### src/rtl/collatz_pkg.sv
// Shared types for the Collatz-family kernels: FSM state encoding and
// the termination-cause code reported at the end of a run.
package collatz_pkg;

    typedef enum logic [2:0] {
        ST_IDLE   = 3'd0,
        ST_INIT   = 3'd1,
        ST_LOOP_A = 3'd2,
        ST_LOOP_B = 3'd3,
        ST_DONE   = 3'd4
    } state_t;

    typedef enum logic [1:0] {
        EXIT_NORMAL = 2'd0,
        EXIT_OVF    = 2'd1,
        EXIT_TMO    = 2'd2
    } exit_cause_t;

endpackage

### src/rtl/collatz_step_dp.sv
// Combinational Collatz step: the next value of cur, plus the termination and
// overflow predicates that the control FSM evaluates in LOOP_A.
module collatz_step_dp #(
    parameter int WIDTH = 32
) (
    input  logic [WIDTH-1:0] cur,
    output logic [WIDTH-1:0] nxt,
    output logic             is_le1,
    output logic             ovf,
    output logic             odd
);

    // 3*cur+1 needs two extra bits; any set carry bit means it did not fit.
    logic [WIDTH+1:0] triple;

    assign triple = {2'b00, cur} + {1'b0, cur, 1'b0} + {{(WIDTH+1){1'b0}}, 1'b1};
    assign odd    = cur[0];
    assign is_le1 = (cur <= WIDTH'(1));
    assign ovf    = |triple[WIDTH+1:WIDTH];
    assign nxt    = odd ? triple[WIDTH-1:0] : (cur >> 1);

endmodule

### src/rtl/collatz_gen.sv
// Collatz step-count engine: start/finish handshake around a two-cycle-per-step
// iteration loop, with overflow and step-cap aborts reported via status flags.
module collatz_gen
    import collatz_pkg::*;
#(
    parameter int WIDTH     = 32,
    parameter int STEP_W    = 32,
    parameter int MAX_STEPS = 0
) (
    input  logic              clk,
    input  logic              rst_n,
    input  logic              start,
    input  logic [WIDTH-1:0]  n,
    output logic              busy,
    output logic              finish,
    output logic [STEP_W-1:0] ret0,
    output logic              overflow,
    output logic              timeout
);

    // With no explicit cap, the run stops when the counter would saturate.
    localparam logic [STEP_W-1:0] STEP_CAP =
        (MAX_STEPS == 0) ? {STEP_W{1'b1}} : STEP_W'(MAX_STEPS);

    state_t            state_reg, state_next;
    exit_cause_t       cause_reg, cause_next;
    logic [WIDTH-1:0]  n_reg;
    logic [WIDTH-1:0]  cur_reg;
    logic [WIDTH-1:0]  nxt_reg;
    logic [STEP_W-1:0] step_reg;
    logic              load_nxt;

    logic [WIDTH-1:0]  dp_nxt;
    logic              dp_is_le1;
    logic              dp_ovf;
    logic              dp_odd;

    collatz_step_dp #(
        .WIDTH (WIDTH)
    ) u_step_dp (
        .cur    (cur_reg),
        .nxt    (dp_nxt),
        .is_le1 (dp_is_le1),
        .ovf    (dp_ovf),
        .odd    (dp_odd)
    );

    always_comb begin
        state_next = state_reg;
        cause_next = cause_reg;
        load_nxt   = 1'b0;
        case (state_reg)
            ST_IDLE: begin
                if (start) state_next = ST_INIT;
            end
            ST_INIT: begin
                state_next = ST_LOOP_A;
                cause_next = EXIT_NORMAL;
            end
            ST_LOOP_A: begin
                if (dp_is_le1) begin
                    state_next = ST_DONE;
                    cause_next = EXIT_NORMAL;
                end else if (step_reg == STEP_CAP) begin
                    state_next = ST_DONE;
                    cause_next = EXIT_TMO;
                end else if (dp_odd && dp_ovf) begin
                    state_next = ST_DONE;
                    cause_next = EXIT_OVF;
                end else begin
                    state_next = ST_LOOP_B;
                    load_nxt   = 1'b1;
                end
            end
            ST_LOOP_B: state_next = ST_LOOP_A;
            ST_DONE:   state_next = ST_IDLE;
            default:   state_next = ST_IDLE;
        endcase
    end

    always_ff @(posedge clk) begin
        if (!rst_n) begin
            state_reg <= ST_IDLE;
            cause_reg <= EXIT_NORMAL;
            n_reg     <= '0;
            cur_reg   <= '0;
            nxt_reg   <= '0;
            step_reg  <= '0;
        end else begin
            state_reg <= state_next;
            cause_reg <= cause_next;
            if (state_reg == ST_IDLE && start) n_reg <= n;
            if (state_reg == ST_INIT) begin
                cur_reg  <= n_reg;
                step_reg <= '0;
            end
            if (load_nxt) nxt_reg <= dp_nxt;
            if (state_reg == ST_LOOP_B) begin
                cur_reg  <= nxt_reg;
                step_reg <= step_reg + STEP_W'(1);
            end
        end
    end

    // step_reg is only rewritten in INIT/LOOP_B, so it doubles as the held result.
    assign busy     = (state_reg == ST_INIT) || (state_reg == ST_LOOP_A) ||
                      (state_reg == ST_LOOP_B);
    assign finish   = (state_reg == ST_DONE);
    assign ret0     = step_reg;
    assign overflow = (cause_reg == EXIT_OVF);
    assign timeout  = (cause_reg == EXIT_TMO);

endmodule

### config.mk
export PLATFORM = sky130hd
export DESIGN_NAME = collatz_gen
export DESIGN_NICKNAME = d
export VERILOG_FILES = /design/src/rtl/collatz_pkg.sv /design/src/rtl/collatz_step_dp.sv /design/src/rtl/collatz_gen.sv
export SDC_FILE = /design/constraint.sdc
export NUM_CORES = 1
export LEC_CHECK = 0
export CORE_MARGIN = 2
export CORE_UTILIZATION = 55
export DETAILED_ROUTE_END_ITERATION = 7
export DONT_BUFFER_PORTS = 1
export PLACE_DENSITY = 0.77
export SLEW_MARGIN = 10
export SYNTH_ARGS = -nofsm -noshare
export SYNTH_HDL_FRONTEND = slang
export SYNTH_SLANG_ARGS = --single-unit
### constraint.sdc
create_clock -name clk -period 6 [get_ports clk]
set_input_delay 0 -clock clk [delete_from_list [all_inputs] [get_ports clk]]
set_output_delay 0 -clock clk [all_outputs]
set_load 0.1 [all_outputs]
==> results_dict.tcl <==
set metrics [dict create \
    wirelength_mm 21.65 \
    post-route-drc-count 0 \
    core_mm2 0.01442 \
    path_cells "inv_1 -> ha_1 -> a211oi_1 -> o21ai_0 -> a21oi_1 -> o32a_1 -> a21oi_2 -> or4_1 -> nor2_4 -> a311oi_1" \
    vdd_drop_max_v 0.0002160 \
    die_x_um 125.2 \
    max_freq_ghz 0.2331 \
    fin_util_pct 62.74 \
    crit_arrival_ns 4.53 \
    synth-edff-count 0 \
    tritoncts "yes" \
    htree_levels 4 \
    path_class "flop to flop" \
    grt_pass1_wl_mm 36.04 \
    setup_tns_ns 0 \
    numPlacedInstances 1129 \
    synth_area_per_cell_um2 8.092 \
    synthesis.instances 999 \
    status "complete, no violations" \
    rsz0062_at_grt "false" \
    timing.critical_path.fanout_max 24 \
    cts_root_buf "clkbuf_16" \
    relSlewSlack_pct 18.30 \
    slew_violations 0 \
    ys_seq_elements 133 \
    initial_utilization_pct 56.05 \
    leakagePower_nw 3.310 \
    synthArstFlopShare_pct 0 \
    final.fill_count 1186 \
    multi_input_area_mm2 0.005039 \
    clockBufferDepth 2 \
    synth_area_mm2 0.008084 \
    die_h_um 125.2 \
    cts_sinks 133 \
    nets 1090 \
    via_count 7425 \
    grt_max_degree 68 \
    detail-route-antenna-nets 0 \
    viasPerCell 6.219 \
    seq_area_mm2 0.002664 \
    n_antenna_cell 0 \
    finalSetupViolCount 0 \
    wl_per_cell_um 18.13 \
    cp_slowest_stage_delay_ns 0.80 \
    grt_pass1_vias 7208 \
    cap_violations 0 \
    synth_cell_type_count 67 \
    initialDrtViolationCount 539 \
    startpoint_type "flop" \
    fin_skew_ns 0.009419 \
    ios 71 \
    cp_slowest_cell "dfxtp_1" \
    drive_gt1_share_pct 7.822 \
    synth_fp_nets 1091 \
    place_congestion 0.9293 \
    grt_usage_pct 27.65 \
    layout_min_cycle_time_ns 4.289 \
    die-area_mm2 0.01568 \
    crit_required_ns 6.24 \
    grt.overflow.total 0 \
    clkLatencyLatePin_ns 0.41 \
    cp-end-kind "flop" \
    yosysTopAreaCell "dfxtp_1" \
    synthTopCellsByCount "nand2_1 (134), dfxtp_1 (133), a21oi_1 (115)" \
    yosysTopAreaCellShare_pct 32.94 \
    finalNonFillerCells 1194 \
    yosysMostFrequentCell "nand2_1" \
    ys.warnings.count 0 \
    dr.pass1.iters 5 \
    area_delta_synth_final_pct 11.95 \
    p_total_mw 2.817 \
    antenna_found_initial 0 \
    fin_crit_sh_pct 71.49 \
    worstMarginPinSlew_ns 1.225 \
    fp-row-count 44 \
    powerDensity_mw_per_mm2 311.3 \
    portBuffers 0 \
    cts_setup_buffers 0 \
    yosys_most_used_dff "dfxtp_1" \
    path_clk_slew_ns 0.06 \
    numCtsBuffers 17 \
    yosysSeqAreaShare_pct 32.94 \
    synth_area_leaders "dfxtp_1 (33%), ha_1 (8.7%), a21oi_1 (7.1%), nand2_1 (6.2%), mux2i_1 (5.8%)" \
    finalHoldViolCount 0 \
    hpwl_mm 14.57 \
    hp-class "input port to flop" \
]
cells by family (layout without fill, tap and decap cells):
group | count (synthesis) | in the layout | synth area share, %
AO/OA/AOI/OAI | 280 | 280 | 22.94
XOR/XNOR | 45 | 45 | 4.875
adder cells (fa/ha/maj) | 57 | 57 | 8.915
buffers and inverters | 100 | 111 | 5.139
flip-flops | 133 | 133 | 32.94
multiplexers | 50 | 50 | 6.237
AND/OR/NAND/NOR | 334 | 334 | 18.96
area by class of cell:
| cell class | count | share of cell area, % |
|---|---|---|
| sequential | 133 | 29.43 |
| tap | 184 | 2.544 |
| multi-input combinational | 766 | 55.68 |
| clock buffer | 20 | 4.936 |
| inverter | 38 | 1.590 |
| timing repair buffer | 42 | 4.424 |
| clock inverter | 11 | 1.396 |
where the power goes:
part / switching (mW) / leakage [nW] / internal (mW) / total, mW
combinational: 0.476 / 1.96 / 0.274 / 0.750
sequential: 0.0878 / 1.08 / 0.964 / 1.05
clock: 0.394 / 0.269 / 0.622 / 1.02
total: 0.957 / 3.31 / 1.86 / 2.82
worst paths after layout:
kind	startpoint	to	slack (ns)	cells after the start
hold reg to reg	n_reg[26]$_SDFFE_PN0P_	n_reg[26]$_SDFFE_PN0P_	0.46	2
hold / removal	rst_n	ret0[24]$_SDFFE_PN0P_	0.12	2
setup reg to reg	cur_reg[0]$_SDFFE_PN0P_	nxt_reg[24]$_SDFFE_PN0P_	1.71	10
setup / recovery	cur_reg[0]$_SDFFE_PN0P_	nxt_reg[24]$_SDFFE_PN0P_	1.71	10
timing repair:
item,in CTS,in global routing
gates resized for setup,0,0
hold endpoints to repair,44,0
endpoints found under the setup margin,0,0
hold buffers,34,0
worst max-delay path, delay by kind of cell, from the launching register on:
kind                     cells  cell delay (ns)
AO/OA/AOI/OAI                6             1.41
adder cells (fa/ha/maj)      1             0.32
buffers and inverters        1             0.15
flip-flops                   1             0.80
AND/OR/NAND/NOR              2             1.43
metrics by stage:
| stage | hold WS [ns] | worst slack (ns) | cell area [um^2] |
|---|---|---|---|
| after floorplan | 0.1360 | 2.556 | 8084 |
| after CTS | 0.1109 | 1.827 | 9045 |
| after detailed placement | 0.1254 | 1.917 | 8132 |
| final | 0.1204 | 1.711 | 9050 |
| after global placement | 0.1278 | 2.058 | 8132 |
| after global routing | 0.1378 | 1.455 | 9050 |
cells in the final DEF, fill, tap and decap left out, types with 4 or more instances in the layout:
master,Yosys,final
a211oi_1,36,36
a211oi_2,20,20
a21o_1,7,7
a21oi_1,115,115
a311oi_1,4,4
and3_1,6,6
buf_4,1,8
clkbuf_16,0,17
clkinvlp_4,0,4
dfxtp_1,133,132
dlygate4sd3_1,0,34
ha_1,56,56
inv_1,38,37
mux2i_1,47,47
nand2_1,134,134
nand2b_1,4,4
nand3_1,22,22
nand4_1,20,20
nor2_1,88,86
nor3_1,19,19
o211ai_1,5,5
o21a_1,10,10
o21ai_0,40,39
o21bai_1,8,8
or3_1,10,10
xnor2_1,13,13
xor2_1,32,32
routing by layer:
metal  part of all wire (%)  vias to the layer above  routed length (um)  track usage, %
met4                    2.5                        0                 539           10.59
li1                       -                     3559                   -               -
met2                     46                      288               10050           44.79
met1                     44                     3534                9534           36.91
met3                    7.0                       44                1524           4.921
met5                      0                        -                   0               0
Note: power is estimated with default switching activity, not from simulation.
